===== config.mk =====
export PLATFORM = sky130hd
export DESIGN_NAME = tpu_sequencer
export DESIGN_NICKNAME = d
export VERILOG_FILES = /design/src/rtl/tpu_pkg.sv /design/src/rtl/tpu_instr_decode.sv /design/src/rtl/tpu_sequencer.sv
export SDC_FILE = /design/constraint.sdc
export NUM_CORES = 1
export LEC_CHECK = 0
export CORE_MARGIN = 2
export CORE_UTILIZATION = 33
export CTS_CLUSTER_DIAMETER = 80
export DETAILED_ROUTE_END_ITERATION = 8
export PLACE_DENSITY = 0.67
export SLEW_MARGIN = 5
export SYNTH_ARGS = -nofsm -noshare
export SYNTH_HDL_FRONTEND = slang
export SYNTH_HIERARCHICAL = 1
export SYNTH_SLANG_ARGS = --single-unit

===== constraint.sdc =====
create_clock -name clk -period 1.65 [get_ports clk]
set_input_delay 0.33 -clock clk [delete_from_list [all_inputs] [get_ports clk]]
set_output_delay 0.33 -clock clk [all_outputs]
set_load 0.005 [all_outputs]

===== src/rtl/tpu_pkg.sv =====
// Shared definitions for the TPU front-end sequencer: instruction layout, opcodes, FSM states.
// Latency: n/a (types and constants only).
// Backpressure: n/a.
package tpu_pkg;

    // Default array dimension (NxN); legal values 2..4
    localparam int N_DEF = 2;

    // Instruction word layout: [15] tag, [14:12] opcode, [11:10] row, [9:8] col, [7:0] data
    localparam int INSTR_W  = 16;
    localparam int TAG_BIT  = 15;
    localparam int OP_MSB   = 14;
    localparam int OP_LSB   = 12;
    localparam int ROW_MSB  = 11;
    localparam int ROW_LSB  = 10;
    localparam int COL_MSB  = 9;
    localparam int COL_LSB  = 8;
    localparam int DATA_MSB = 7;
    localparam int DATA_LSB = 0;

    typedef enum logic [2:0] {
        OP_NOP    = 3'b000,
        OP_LOAD_A = 3'b001,
        OP_LOAD_B = 3'b010,
        OP_CLEAR  = 3'b011,
        OP_RUN    = 3'b100,
        OP_READ   = 3'b101,
        OP_STATUS = 3'b110,
        OP_RSVD   = 3'b111
    } opcode_e;

    typedef enum logic [1:0] {
        S_IDLE = 2'd0,
        S_RUN  = 2'd1,
        S_DONE = 2'd2
    } state_e;

endpackage


===== src/rtl/tpu_instr_decode.sv =====
// Combinational decode of the registered pin word into accept, one-hot opcode and range check.
// Latency: 0 (pure combinational).
// Backpressure: accept is gated by idle, so a new tag simply waits in instr_q while the sequencer is busy.
// TPU_SEQ_STATUS_EN: when undefined the STATUS opcode decodes as a NOP.
module tpu_instr_decode
    import tpu_pkg::*;
#(
    parameter int N = N_DEF
) (
    input  logic [INSTR_W-1:0] instr_q,
    input  logic               last_tag,
    input  logic               idle,
    output logic               accept,
    output logic [7:0]         op_hot,
    output logic               range_ok,
    output logic [1:0]         row,
    output logic [1:0]         col,
    output logic [7:0]         data
);

    // Split fields, build the one-hot opcode and qualify acceptance by tag change and idle state
    always_comb begin
        row      = instr_q[ROW_MSB:ROW_LSB];
        col      = instr_q[COL_MSB:COL_LSB];
        data     = instr_q[DATA_MSB:DATA_LSB];
        op_hot   = 8'd1 << instr_q[OP_MSB:OP_LSB];
`ifndef TPU_SEQ_STATUS_EN
        op_hot[OP_STATUS] = 1'b0;
`endif
        range_ok = (int'(row) < N) && (int'(col) < N);
        accept   = idle && (instr_q[TAG_BIT] != last_tag);
    end

endmodule


===== src/rtl/tpu_sequencer.sv =====
// Pin-level instruction front end for the NxN systolic array: operand strobes, timed RUNs, result mux select.
// Latency: pin change to strobe 2 clk; a RUN holds arr_en for RUN_CYCLES clk, then one done cycle.
// Backpressure: none on pins; a new tag is held in instr_q during RUN/DONE and taken on the first idle cycle.
// TPU_SEQ_STATUS_EN: adds a sticky status mode (set by STATUS, cleared by READ) and the status_byte port.
module tpu_sequencer
    import tpu_pkg::*;
#(
    parameter int N          = N_DEF,
    parameter int DATA_W     = 8,
    parameter int ACC_W      = 16,
    parameter int RUN_CYCLES = 3*N-2
) (
`ifdef TPU_SEQ_STATUS_EN
    output logic [7:0]        status_byte,
`endif
    input  logic              clk,
    input  logic              rst_n,
    input  logic [15:0]       instruction,
    output logic              a_we,
    output logic              b_we,
    output logic [1:0]        wr_row,
    output logic [1:0]        wr_col,
    output logic [DATA_W-1:0] wr_data,
    output logic              acc_clr,
    output logic              arr_en,
    output logic [3:0]        step,
    output logic [1:0]        out_row,
    output logic [1:0]        out_col,
    output logic              out_hi,
    output logic              busy,
    output logic              done
);

    // The high-byte select only means something when the accumulator is wider than one operand
    localparam bit         HAS_HI    = (ACC_W > DATA_W);
    localparam logic [3:0] STEP_LAST = 4'(RUN_CYCLES - 1);

    logic [INSTR_W-1:0] instr_q;
    logic               last_tag;
    state_e             state;
    state_e             state_nxt;
    logic [3:0]         step_nxt;
    logic               run_last;

    logic               accept;
    logic [7:0]         op_hot;
    logic               range_ok;
    logic [1:0]         f_row;
    logic [1:0]         f_col;
    logic [7:0]         f_data;

    logic               do_load_a;
    logic               do_load_b;
    logic               do_read;
    logic               unused_op;

    tpu_instr_decode #(
        .N (N)
    ) u_decode (
        .instr_q  (instr_q),
        .last_tag (last_tag),
        .idle     (state == S_IDLE),
        .accept   (accept),
        .op_hot   (op_hot),
        .range_ok (range_ok),
        .row      (f_row),
        .col      (f_col),
        .data     (f_data)
    );

    // Row/col fields only matter to the opcodes that address an element; out-of-range ones are dropped
    assign do_load_a = accept & op_hot[OP_LOAD_A] & range_ok;
    assign do_load_b = accept & op_hot[OP_LOAD_B] & range_ok;
    assign do_read   = accept & op_hot[OP_READ]   & range_ok;
    assign run_last  = (step == STEP_LAST);
    assign unused_op = ^{op_hot[OP_NOP], op_hot[OP_RSVD], op_hot[OP_STATUS]};

    // Sample the level-held pins every cycle and remember the tag of the last consumed instruction
    always_ff @(posedge clk or negedge rst_n) begin
        if (!rst_n) begin
            instr_q  <= '0;
            last_tag <= 1'b0;
        end else begin
            instr_q <= instruction;
            if (accept) begin
                last_tag <= instr_q[TAG_BIT];
            end
        end
    end

    // FSM state and feed-step registers
    always_ff @(posedge clk or negedge rst_n) begin
        if (!rst_n) begin
            state <= S_IDLE;
            step  <= '0;
        end else begin
            state <= state_nxt;
            step  <= step_nxt;
        end
    end

    // Next state, step count and the state-decoded run outputs
    always_comb begin
        state_nxt = state;
        step_nxt  = step;
        busy      = 1'b0;
        arr_en    = 1'b0;
        done      = 1'b0;
        case (state)
            S_IDLE: begin
                if (accept && op_hot[OP_RUN]) begin
                    state_nxt = S_RUN;
                    step_nxt  = '0;
                end
            end
            S_RUN: begin
                busy   = 1'b1;
                arr_en = 1'b1;
                if (run_last) begin
                    state_nxt = S_DONE;
                    step_nxt  = '0;
                end else begin
                    step_nxt = step + 4'd1;
                end
            end
            S_DONE: begin
                done      = 1'b1;
                state_nxt = S_IDLE;
            end
            default: begin
                state_nxt = S_IDLE;
                step_nxt  = '0;
            end
        endcase
    end

    // One-cycle strobes plus write fields that hold their value between strobes
    always_ff @(posedge clk or negedge rst_n) begin
        if (!rst_n) begin
            a_we    <= 1'b0;
            b_we    <= 1'b0;
            acc_clr <= 1'b0;
            wr_row  <= '0;
            wr_col  <= '0;
            wr_data <= '0;
        end else begin
            a_we    <= do_load_a;
            b_we    <= do_load_b;
            acc_clr <= accept & op_hot[OP_CLEAR];
            if (do_load_a || do_load_b) begin
                wr_row  <= f_row;
                wr_col  <= f_col;
                wr_data <= f_data[DATA_W-1:0];
            end
        end
    end

    // Result mux select, held until the next in-range READ
    always_ff @(posedge clk or negedge rst_n) begin
        if (!rst_n) begin
            out_row <= '0;
            out_col <= '0;
            out_hi  <= 1'b0;
        end else if (do_read) begin
            out_row <= f_row;
            out_col <= f_col;
            out_hi  <= HAS_HI & f_data[0];
        end
    end

`ifdef TPU_SEQ_STATUS_EN
    logic       status_mode;
    logic       done_seen;
    logic [3:0] run_count;

    // Sticky status mode and completed-RUN bookkeeping; any accepted READ leaves status mode
    always_ff @(posedge clk or negedge rst_n) begin
        if (!rst_n) begin
            status_mode <= 1'b0;
            done_seen   <= 1'b0;
            run_count   <= '0;
        end else begin
            if (accept && op_hot[OP_STATUS]) begin
                status_mode <= 1'b1;
            end else if (accept && op_hot[OP_READ]) begin
                status_mode <= 1'b0;
            end
            if (state == S_RUN && run_last) begin
                run_count <= run_count + 4'd1;
                done_seen <= 1'b1;
            end
        end
    end

    assign status_byte = status_mode ? {busy, done_seen, last_tag, 1'b0, run_count} : 8'h00;
`endif

endmodule

=== Word-level counts from Yosys, hierarchy flattened ===
Cells that the tools add are included.

* Register bits: 43
* Input port bits: 18
* Output and inout bits: 27
* Word-level logic and storage cells: 46

* Add/subtract/negate cells: 1
* Magnitude comparators: 2
* Equal/unequal tests: 6
* Shift operators: 1
* Mux-type cells: 8
* Bitwise gates (word level): 8
* Reduce and logical (&&, ||, !) cells: 7

{| class="wikitable"
|+ Operators with widths
! operator !! count
|-
| $pmux W4 S3 || 1
|-
| $mux W4 || 2
|-
| $and A1 B1 Y1 || 7
|-
| $shl A1 B3 Y6 const A || 1
|-
| $add A4 B1 Y4 const B || 1
|-
| $eq A4 B2 Y1 const B || 1
|-
| $lt A2 B2 Y1 const B || 2
|-
| $mux W2 || 2
|-
| $ne A2 B2 Y1 const B || 2
|-
| $pmux W2 S2 || 1
|-
| $reduce_and A2 Y1 || 2
|-
| $logic_and A1 B1 Y1 || 3
|-
| $eq A2 B1 Y1 const B || 1
|-
| $eq A2 B2 Y1 const B || 1
|-
| $logic_not A2 Y1 || 1
|-
| $mux W1 || 2
|-
| $logic_or A1 B1 Y1 || 1
|-
| $ne A1 B1 Y1 || 1
|-
| $not A1 Y1 || 1
|}

=== Depth between registers and ports, before layout ===
* Word-level depth: 5
* Depth in mapped cells: 5

=== Modules after synthesis ===
The synthesis kept the hierarchy.

{| class="wikitable"
|+ Modules (own cells, without submodules)
! module !! instances !! cells an instance !! area each (sq um) !! seq. area each (sq um)
|-
| tpu_sequencer || 1 || 90 || 1,514.0 || 1,076.0
|-
| tpu_instr_decode || 1 || 25 || 172.7 || 0.0
|}

=== Worst setup path after synthesis ===
Ideal clock, no wire load.

* Path kind: register -> register
* From: register last_tag
* To: register wr_col[0]
* Setup time: 125 ps
* Data arrival time: 1,334 ps
* Data required time: 1,525 ps
* Setup slack: 191 ps
* Stages on the path, launching flop included: 6
* Buffers on the path: 1
* Cell sequence: dfrtp_1 xor2_1 and2_1 o211ai_2 buf_6 mux2_4

* Cells in the longest elaborated chain, start to end: 5
* Elaborated cells on any way between the ends: 7
* Those cells by class: eq/ne: 1; bitwise: 4; reduce/logical: 2

{| class="wikitable"
|+ Ends and longest elaborated chain
! element !! RTL line !! text
|-
| start: declaration || tpu_sequencer.sv:39 || <nowiki>logic last_tag;</nowiki>
|-
| start signal: assignment || tpu_sequencer.sv:86 || <nowiki>last_tag <= instr_q[TAG_BIT];</nowiki>
|-
| $ne A1 B1 Y1 * || tpu_instr_decode.sv:31 || <nowiki>accept = idle && (instr_q[TAG_BIT] != last_tag);</nowiki>
|-
| $logic_and A1 B1 Y1 * || tpu_instr_decode.sv:31 ||
|-
| named net accept || tpu_sequencer.sv:45 || <nowiki>logic accept;</nowiki>
|-
| $and A1 B1 Y1 (on tied branches) (2 in a row) || tpu_sequencer.sv:72, tpu_sequencer.sv:73 ||
|-
| $logic_or A1 B1 Y1 * || tpu_sequencer.sv:150 || <nowiki>if (do_load_a || do_load_b) begin</nowiki>
|-
| end signal: assignment || tpu_sequencer.sv:152 || <nowiki>wr_col <= f_col;</nowiki>
|-
| end: declaration || tpu_sequencer.sv:22 || <nowiki>output logic [1:0] wr_col,</nowiki>
|}

Mark *: on every way through the listed nets, which the timed path passes. The rest lies on a longest branch.
A chain may end at the register's enable or synchronous reset.

=== Worst setup path in the final report ===
* From: register state[1]
* To: output port busy

* Cells in the longest elaborated chain, start to end: 2

{| class="wikitable"
|+ Ends and longest elaborated chain
! element !! RTL line !! text
|-
| start: declaration || tpu_sequencer.sv:40 || <nowiki>state_e state;</nowiki>
|-
| start signal: assignment || tpu_sequencer.sv:97 || <nowiki>state <= state_nxt;</nowiki>
|-
| $eq A2 B1 Y1 || tpu_sequencer.sv:109 || <nowiki>case (state)</nowiki>
|-
| $mux W1 || tpu_sequencer.sv:109 ||
|-
| end: declaration || tpu_sequencer.sv:30 || <nowiki>output logic busy,</nowiki>
|}

Every way passes these cells.

==> flow_summary_export.csv <==
group,metric,value,unit
route,vias,1026,
cells_and_area,fin_nets,175,
floorplan,fp.dieArea,5620,µm²
route,routed_wl,3050,µm
flow_run,max_cap_violations,0,
sta,fmaxAchievable,0.632,GHz
cts,cts_made_buffers,5,
floorplan,core,4790,µm²
cts,cts.path.max_buffers,2,
synth,syn_inst,111,
route,drcViolationCount,0,
cts,clk-insertion-delay-late,0.29,ns
synth,synthesis.nets,130,
sta,drv_slew,0,
placement,place_congestion,0.761,
power_and_ir_drop,power,3.32,mW
setup_path,crit_fanout,5,
sta,tightest_slew,0.626,ns
cts,cts.sinks,43,
power_and_ir_drop,p_sw_share,26.5,%
placement,dp_hpwl,2200,µm
global_routing,grt_max_degree,30,
cts,tritoncts,"yes",
synth,ys_warn_count,6,
power_and_ir_drop,leakage,1.05,nW
cts,cts-root-buf,"clkbuf_8",
cells_and_area,drive_gt1_share,28.7,%
power_and_ir_drop,p_seq_share,44.8,%
route,vias_per_cell,4.58,
power_and_ir_drop,p_clk_share,18.7,%
setup_path,r2r_cells,6,
placement,dpl_cell_area,2120,µm²
sta,finalHoldViolations,0,
global_routing,grt_use_total,12.4,%
cells_and_area,n_fill_cell,428,
sta,skew,0.00434,ns
sta,period_share,95.8,%
global_routing,grt_pass1_vias,1114,
floorplan,boundaryPins,45,
setup_path,r2r_slack,0.09,ns
cells_and_area,area_growth,35.0,%
setup_path,rr_startpoint,"state[0]$_DFFE_PN0P_",
sta,fin_setup_tns,0,ns
power_and_ir_drop,pwr-share-comb,36.5,%
power_and_ir_drop,irDropWorstVdd,0.000676,V
sta,slew_headroom,58.3,%
floorplan,rows,25,
synth,syn-cell-area,1660,µm²
sta,finalSetupViolations,0,
route,final_antenna_net_count,0,
placement,io_buffers,44,
setup_path,start_kind,"flip-flop",
worst_hold_path,hold_class,"in2async",
outcome,status,"completed",
cts,path_clk_slew,0.07,ns
cts,hold_buffers,0,
power_and_ir_drop,p_per_area,1480,nW/µm²
cells_and_area,fin_util,46.9,%
global_routing,grt_pass1_wl,5150,µm
cells_and_area,design_area,2240,µm²
floorplan,fp.dieH,75.0,µm
route,wl_per_cell,13.6,µm
route,first_pass_iters,4,
floorplan,die_x,75.0,µm
cts,htreeDepth,2,
placement,place_inst,212,
power_and_ir_drop,switching_power,0.882,mW
floorplan,start_util,34.7,%
setup_path,critPathArrivalTime,1.25,ns
cells_and_area,antennaDiodeCount,0,
cells_and_area,final_cells,224,
setup_path,cp-end-kind,"output pin",
global_routing,globalRouteOverflowTotal,0,
setup_path,worstReg2RegEnd,"step[3]$_DFFE_PN0P_",
sta,period_minus_slack,1.58,ns
setup_path,critical_path_class,"reg2out",
sta,rsz0062_at_grt,"no",
route,drt_iter0_drc,60,
global_routing,antenna_found_initial,0,
synth,syn_area_per_cell,15.0,µm²
power_and_ir_drop,internal_power,2.44,mW
setup_path,worst_ep_required_time,1.32,ns
[power by group through the flow]
stage,Sequential [mW],Combinational (mW),Clock [mW]
2_1_floorplan,1.51,0.481,0
3_3_place_gp,1.50,1.10,0
3_5_place_dp,1.52,1.13,0
4_1_cts,1.49,1.21,0.649
5_1_grt,1.53,1.31,0.694
6_report,1.49,1.21,0.622
[sequential cells by signal, summed over array words and instances, names as in the netlist]
name      count
wr_data       8
wr_row        2
acc_clr       1
state         2
wr_col        2
last_tag      1
a_we          1
step          4
out_col       2
b_we          1
out_row       2
instr_q      16
out_hi        1
[layer usage]
layer	vias to the layer above	GRT usage (%)	wire length [µm]
met2	44	20.2	1440
met5	-	0	0
met3	3	5.89	346
met4	0	4.17	30
li1	455	-	-
met1	524	14.5	1240
[metrics by stage]
stage,hold slack [ns],setup WS (ns)
3_5_place_dp,0.389,0.0752
3_3_place_gp,0.369,0.116
2_1_floorplan,0.0344,0.191
5_1_grt,0.0966,0.0119
4_1_cts,0.0721,0.0381
6_report,0.0532,0.0686
[worst max-delay path: stages, from the launching register on]
cell and delay [ns]:
dfrtp_1 0.38, buf_4 0.14, nand2b_4 0.15, inv_4 0.06
dlygate4sd2_1 0.23
[layout by cell type (no fill, tap or decap), types with 2 or more instances in the layout]
cell             count
nor3_1               2
nor2_1               4
mux2_4              10
and3_2               2
a21o_1               2
clkdlybuf4s50_1     40
dfrtp_2              3
clkbuf_1             2
dlygate4sd2_1        3
clkbuf_8             5
mux2_2               8
nor3b_1              4
buf_4                7
and2_2               2
a21oi_1              2
nand3_1              2
dfrtp_1             40
[cell type report]
cell class	count	area, µm²	area share (%)
Clock inverter	1	5.00	0.223
Multi-Input combinational cell	52	485	21.6
Inverter	2	10.0	0.446
Timing Repair Buffer	52	504	22.5
Clock buffer	7	76.3	3.40
Sequential cell	43	1080	48.1
Tap cell	67	83.8	3.73
[worst max path at each step]
stage / from / cells after the start / to / slack [ns]
floorplan: last_tag$_DFFE_PN0P_ / 5 / wr_col[0]$_DFFE_PN0P_ / 0.19
global placement: state[1]$_DFFE_PN0P_ / 3 / arr_en / 0.12
detailed placement: state[1]$_DFFE_PN0P_ / 3 / busy / 0.08
CTS: step[0]$_DFFE_PN0P_ / 1 / step[0] / 0.04
global route: state[0]$_DFFE_PN0P_ / 6 / step[3]$_DFFE_PN0P_ / 0.01
finish: state[1]$_DFFE_PN0P_ / 4 / busy / 0.07
[repair_timing]
action,4_1_cts,5_1_grt
setup buffers,4,0
resized for setup,8,3
setup endpoints to repair,3,3
(Power assumes the default switching activity.)
